`src/rtl/csel_serial_subtractor.sv`:
```
// rtl/csel_serial_subtractor.sv - multi-cycle carry-select subtractor, one 4-bit slice per clock
//
// Computes diff = a - b - bin over WIDTH bits, lowest nibble first. Each cycle
// both slice results (borrow-in 0 and 1) are formed; the registered borrow
// picks one.
//
// Ports:
//   clk, rst_n          clock (rising edge), asynchronous active-low reset
//   in_valid, in_ready  operand handshake (in_ready high only in IDLE)
//   a, b, bin           minuend, subtrahend, borrow-in
//   out_valid, out_ready result handshake (out_valid high only in DONE)
//   diff, bout          (a - b - bin) mod 2^WIDTH, unsigned borrow-out
//   ovf, zero           signed overflow, diff == 0

module csel_serial_subtractor #(
    parameter int WIDTH = 16
) (
    input  logic             clk,
    input  logic             rst_n,
    input  logic             in_valid,
    output logic             in_ready,
    input  logic [WIDTH-1:0] a,
    input  logic [WIDTH-1:0] b,
    input  logic             bin,
    output logic             out_valid,
    input  logic             out_ready,
    output logic [WIDTH-1:0] diff,
    output logic             bout,
    output logic             ovf,
    output logic             zero
);

    localparam int NIB = WIDTH / 4;
    localparam int CW  = (NIB > 1) ? $clog2(NIB) : 1;

    generate
        if ((WIDTH % 4) != 0 || WIDTH < 4) begin : g_bad_width
            $error("csel_serial_subtractor: WIDTH must be a multiple of 4 and at least 4");
        end
    endgenerate

    typedef enum logic [1:0] {
        IDLE,
        RUN,
        DONE
    } state_t;

    state_t          state;
    logic [WIDTH-1:0] a_sh;      // operands shift right one nibble per slice
    logic [WIDTH-1:0] b_sh;
    logic [WIDTH-1:0] wdiff;     // result fills from the top, lands in place after NIB slices
    logic             a_msb;     // sign bits kept for the overflow decision
    logic             b_msb;
    logic             borrow;
    logic [CW-1:0]    cnt;

    logic [4:0]        s0;
    logic [4:0]        s1;
    logic [4:0]        sel;
    logic [WIDTH+3:0]  cat;
    logic [WIDTH-1:0]  next_wdiff;
    logic              last;

    always_comb begin
        // a - b - borrow == a + ~b + (1 - borrow); bit 4 is carry = no borrow
        s0         = {1'b0, a_sh[3:0]} + {1'b0, ~b_sh[3:0]} + 5'd1;
        s1         = {1'b0, a_sh[3:0]} + {1'b0, ~b_sh[3:0]};
        sel        = borrow ? s1 : s0;
        cat        = {sel[3:0], wdiff};
        next_wdiff = cat[WIDTH+3:4];
        last       = (cnt == CW'(NIB - 1));
    end

    assign in_ready  = (state == IDLE);
    assign out_valid = (state == DONE);

    always_ff @(posedge clk or negedge rst_n) begin
        if (!rst_n) begin
            state  <= IDLE;
            a_sh   <= '0;
            b_sh   <= '0;
            wdiff  <= '0;
            a_msb  <= 1'b0;
            b_msb  <= 1'b0;
            borrow <= 1'b0;
            cnt    <= '0;
            diff   <= '0;
            bout   <= 1'b0;
            ovf    <= 1'b0;
            zero   <= 1'b0;
        end else begin
            case (state)
                IDLE: begin
                    if (in_valid) begin
                        a_sh   <= a;
                        b_sh   <= b;
                        a_msb  <= a[WIDTH-1];
                        b_msb  <= b[WIDTH-1];
                        borrow <= bin;
                        wdiff  <= '0;
                        cnt    <= '0;
                        state  <= RUN;
                    end
                end
                RUN: begin
                    a_sh   <= a_sh >> 4;
                    b_sh   <= b_sh >> 4;
                    wdiff  <= next_wdiff;
                    borrow <= ~sel[4];
                    cnt    <= cnt + CW'(1);
                    if (last) begin
                        diff  <= next_wdiff;
                        bout  <= ~sel[4];
                        ovf   <= (a_msb != b_msb) && (next_wdiff[WIDTH-1] != a_msb);
                        zero  <= (next_wdiff == '0);
                        state <= DONE;
                    end
                end
                DONE: begin
                    if (out_ready) begin
                        state <= IDLE;
                    end
                end
                default: state <= IDLE;
            endcase
        end
    end

endmodule

```
`config.mk`:
```
export PLATFORM = sky130hd
export DESIGN_NAME = csel_serial_subtractor
export DESIGN_NICKNAME = d
export VERILOG_FILES = /design/src/rtl/csel_serial_subtractor.sv
export SDC_FILE = /design/constraint.sdc
export NUM_CORES = 1
export LEC_CHECK = 0
export ABC_AREA = 1
export CAP_MARGIN = 20
export CORE_UTILIZATION = 48
export DETAILED_ROUTE_END_ITERATION = 6
export PLACE_DENSITY = 0.85
export SLEW_MARGIN = 20
export SYNTH_ARGS = -nofsm -noshare
export SYNTH_HDL_FRONTEND = slang
export SYNTH_SLANG_ARGS = --single-unit
```
`constraint.sdc`:
```
create_clock -name clk -period 5.7 [get_ports clk]
set_clock_uncertainty 0.1 [all_clocks]
set_input_delay 1.14 -clock clk [delete_from_list [all_inputs] [get_ports clk]]
set_output_delay 1.14 -clock clk [all_outputs]
set_load 0.01 [all_outputs]
```
# After elaboration in Yosys (flattened, before gate mapping)
# Cells that the tools add are included.
# Widths: inputs -> output; s select.
# op_classes
mux	15
n_eq_ne	8
n_reduce_logical	8
addsub	3
bitwise_logic	2
# ops
op	count
$pmux 16 s2	3
$mux 16	3
$logic_not 16->1	1
$mux 2	4
$pmux 2 s3	1
$reduce_and 2->1	3
$add 4x4->5	1
$add 5x1->5 const B	1
$mux 5	1
$eq 2x2->1 const B	2
$ne 2x2->1 const B	2
$not 4->4	1
$pmux 2 s2	1
$reduce_and 3->1	1
$add 2x1->2 const B	1
$eq 2x1->1 const B	1
$logic_not 2->1	1
$ne 1x1->1	2
$ne 2x1->1 const B	1
$pmux 1 s2	1
$reduce_bool 2->1	1
$logic_and 1x1->1	1
$mux 1	1
$not 1->1	1
# totals
elab_cells	48
register_bits	74
output_inout_bits	21
in_bits	37

# Longest topological paths before layout
# depth
depth_word	6
mapped_depth	14
ltp_nobuf	14

# Least setup slack after synthesis
# OpenSTA, ideal clock, no wires.
# synth_timing
kind	flip-flop to flip-flop
startpoint	register b_sh[0]
endpoint	register zero
path_slack_ns	3.504
n_path_buf	0
arrival_time_ns	2.020
path_stages_with_launch	12
period_less_slack_ns	2.196
path_cell_list	dfrtp_1 > inv_1 > ha_1 > inv_1 > fa_1 > inv_1 > ha_1 > o21ai_0 > nand4_1 > nor2_1 > nand3_1 > o21ai_1
# synth_via
elab_chain_len	5
# synth_rtl
item	line	text
from (decl)	50	logic [WIDTH-1:0] b_sh;
from (signal assigned)	107	b_sh <= b_sh >> 4;
$not 4->4 (*)	66, 67	
$add 4x4->5 (*)	66, 67	
$add 5x1->5	66	s0 = {1'b0, a_sh[3:0]} + {1'b0, ~b_sh[3:0]} + 5'd1;
$mux 5 (*)	68	sel = borrow ? s1 : s0;
$logic_not 16->1 (*)	115	zero <= (next_wdiff == '0);
to (signal assigned)	115	
to (decl)	30	output logic zero
# Every way passes the cells marked *; elsewhere a longest branch is shown, timed or not.
# A chain may end at the register's enable or synchronous reset.

# Worst setup path in the final report
# layout_timing
startpoint	input in_valid
endpoint	register a_sh[0]
# layout_via
elab_chain_len	2
# layout_rtl
item	line	text
from (decl)	20	input logic in_valid,
$ne 2x2->1 (no source line)	-	
$reduce_and 2->1 (no source line)	-	
to (signal assigned)	106	a_sh <= a_sh >> 4;
to (decl)	49	logic [WIDTH-1:0] a_sh;
# Every way passes these cells.

==> flow_metrics.py <==
metrics = {
    "global_route": {
        "grt_usage_pct": 20.7,
        "antenna_found_initial": 0,
        "grt_overflow": 0,
        "grt_start_max_net_pins": 71,
        "grt_pass1_vias": 2469,
        "grt_pass1_wl_um": 11500,
    },
    "cts": {
        "cts.repair.resized": 0,
        "cts.sinks": 70,
        "ctsLongestPathBuffers": 2,
        "cts.reportedPaths.clkPinSlew_ns": 0.07,
        "cts_tree": "built",
        "post-cts-setup-buffer-count": 0,
        "cts_hold_buffers": 0,
        "cts-root-buf": "clkbuf_8",
        "h-tree-depth": 3,
        "worstSkewPairLatency_ns": 0.34,
        "cts_buffers": 9,
    },
    "timing": {
        "finalSetupTns_ns": 0,
        "rsz0062_at_grt": "false",
        "relSlewSlack_pct": 43.9,
        "slew_violations": 0,
        "max_freq_mhz": 343,
        "setup_viol": 0,
        "period_minus_slack_ns": 2.91,
        "period_share_pct": 51.1,
        "finalHoldViolCount": 0,
        "hold_slack_ns": 0.387,
        "worst_pin_slew_ns": 0.842,
    },
    "worst_setup_path": {
        "crit_required_ns": 5.84,
        "critPathMaxFanout": 26,
        "arrival_ns": 3.05,
        "critPathKind": "in -> reg",
        "cp-end-kind": "flop",
        "setup.worst_path.start_class": "input pin",
    },
    "synth": {
        "synth_top_flop_cell": "dfrtp_1",
        "synthTopCellsByArea": "dfrtp_1 54%, inv_1 6.4%, nand2_1 5.7%",
        "synthCells": 335,
        "ys_ff_latch": 70,
        "yosysTopAreaCell": "dfrtp_1",
        "synthArstFlopShare_pct": 100,
        "synth_top_area_share_pct": 53.9,
        "yosysWarnings": 0,
        "synth-edff-count": 0,
        "synth_seq_area_share_pct": 53.9,
        "avgSynthCellArea_um2": 9.70,
        "yosysUniqueCellTypes": 32,
        "synth_common_cells": "70 x dfrtp_1, 55 x inv_1, 49 x nand2_1",
        "synth_area_um2": 3250,
        "yosysMostFrequentCell": "dfrtp_1",
        "synth_nets": 379,
    },
    "floorplan": {
        "start_util_pct": 50.3,
        "dieArea_um2": 7100,
        "rows": 29,
        "io_pins": 58,
        "die_y_um": 84.3,
        "die_w_um": 84.3,
        "core_area_um2": 6460,
    },
    "detailed_routing": {
        "first_pass_iters": 7,
        "postRouteAntennaNets": 0,
        "num_vias": 2551,
        "drc_errors": 15,
        "wl_per_cell_um": 14.3,
        "vias_per_cell": 5.43,
        "routed_wirelength_um": 6700,
        "drt_iter0_markers": 152,
    },
    "flow_run": {
        "maxCapViolCount": 0,
    },
    "final_layout": {
        "fill_cells": 530,
        "nets": 432,
        "syn2layout_area_growth_pct": 23.0,
        "design_area_um2": 4000,
        "num_antenna_cells": 0,
        "layout-drive-gt1-share_pct": 10.4,
    },
    "placement": {
        "numPortBuffers": 57,
        "dpl.hpwl_um": 4750,
        "gp_congestion": 0.817,
        "placed_area_um2": 3820,
    },
    "run_status": {
        "violations": "DRC",
        "outcome": "finished, violations left",
    },
    "power": {
        "leakagePower_nw": 1.81,
        "ir_drop_mv": 0.239,
        "powerDensity_nw_per_um2": 630,
    },
    "worst_hold_path": {
        "min_path_type": "reg -> reg",
    },
}
==> flip-flops by register name (all words and copies together), names as in the netlist, 2 cells and up <==
signal / flops
b_sh: 16
diff: 16
a_sh: 16
cnt: 2
state: 2
wdiff: 12
==> cell families after synthesis <==
group           after synthesis  synth area share, %
buf+inv                      76                 10.0
simple gates                105                 14.8
flops                        70                 53.9
compound gates               74                 17.6
fa+ha+maj                     7                 2.93
xor+xnor                      3                0.808
==> layout by cell type, fill, tap and decap left out, types with 4 or more instances in the layout <==
cell,count
clkbuf_8,10
o21ai_1,11
o22ai_1,10
a21oi_1,4
clkdlybuf4s50_1,56
nand2_1,49
o21a_1,4
nor2_1,10
a221oi_1,9
inv_1,55
a221oi_2,12
dfrtp_1,70
o21ai_0,19
nor3_1,26
ha_1,6
nand3_1,12
==> power breakdown <==
group          leakage, nW  internal (mW)  switching [mW]
registers            0.864          0.732          0.0957
logic                0.860          0.531           0.807
clock network       0.0857          0.170           0.186
total                 1.81           1.43            1.09
==> critical path, stage by stage <==
cell,delay (ns)
clkdlybuf4s50_1,0.41
nand2_2,0.39
inv_4,0.16
nor2_8,0.39
inv_2,0.29
o21a_1,0.24
==> worst paths after layout <==
check,startpoint,to,slack [ns],depth (start not counted)
hold reg to reg,diff[0],diff[0],0.39,2
setup / recovery,in_valid,a_sh[0],2.79,6
min in group asynchronous,rst_n,diff[6],0.88,2
max in group asynchronous,rst_n,b_sh[1],4.07,2
hold / removal,diff[0],diff[0],0.39,2
setup reg to reg,b_sh[0],zero,3.02,11
==> cell type report <==
class | count | area, um^2 | area share, %
Sequential cell | 70 | 1750 | 43.8
Multi-Input combinational cell | 189 | 1170 | 29.3
Inverter | 60 | 230 | 5.76
Tap cell | 77 | 96.3 | 2.41
Timing Repair Buffer | 58 | 573 | 14.3
Clock buffer | 11 | 141 | 3.54
Clock inverter | 5 | 33.8 | 0.845
==> through the flow <==
step                      power [mW]  setup slack (ns)  util [%]  instances
after floorplan                 1.84              3.50         -        335
after global placement          2.10              2.49      59.2        454
after detailed placement        2.16              2.43      59.2        454
after CTS                       2.52              2.79      61.9        470
after global routing            2.73              2.63      61.9        470
final                           2.52              2.79      61.9        470
==> per-layer routing <==
layer | vias to the layer above | part of all wire [%] | GRT usage (%)
met5 | - | 0 | 0
met1 | 1209 | 46 | 27.9
met2 | 99 | 48 | 33.5
met3 | 8 | 5.0 | 3.44
met4 | 0 | 1.1 | 8.93
li1 | 1235 | - | -
Power figures use the tool's default switching activity.
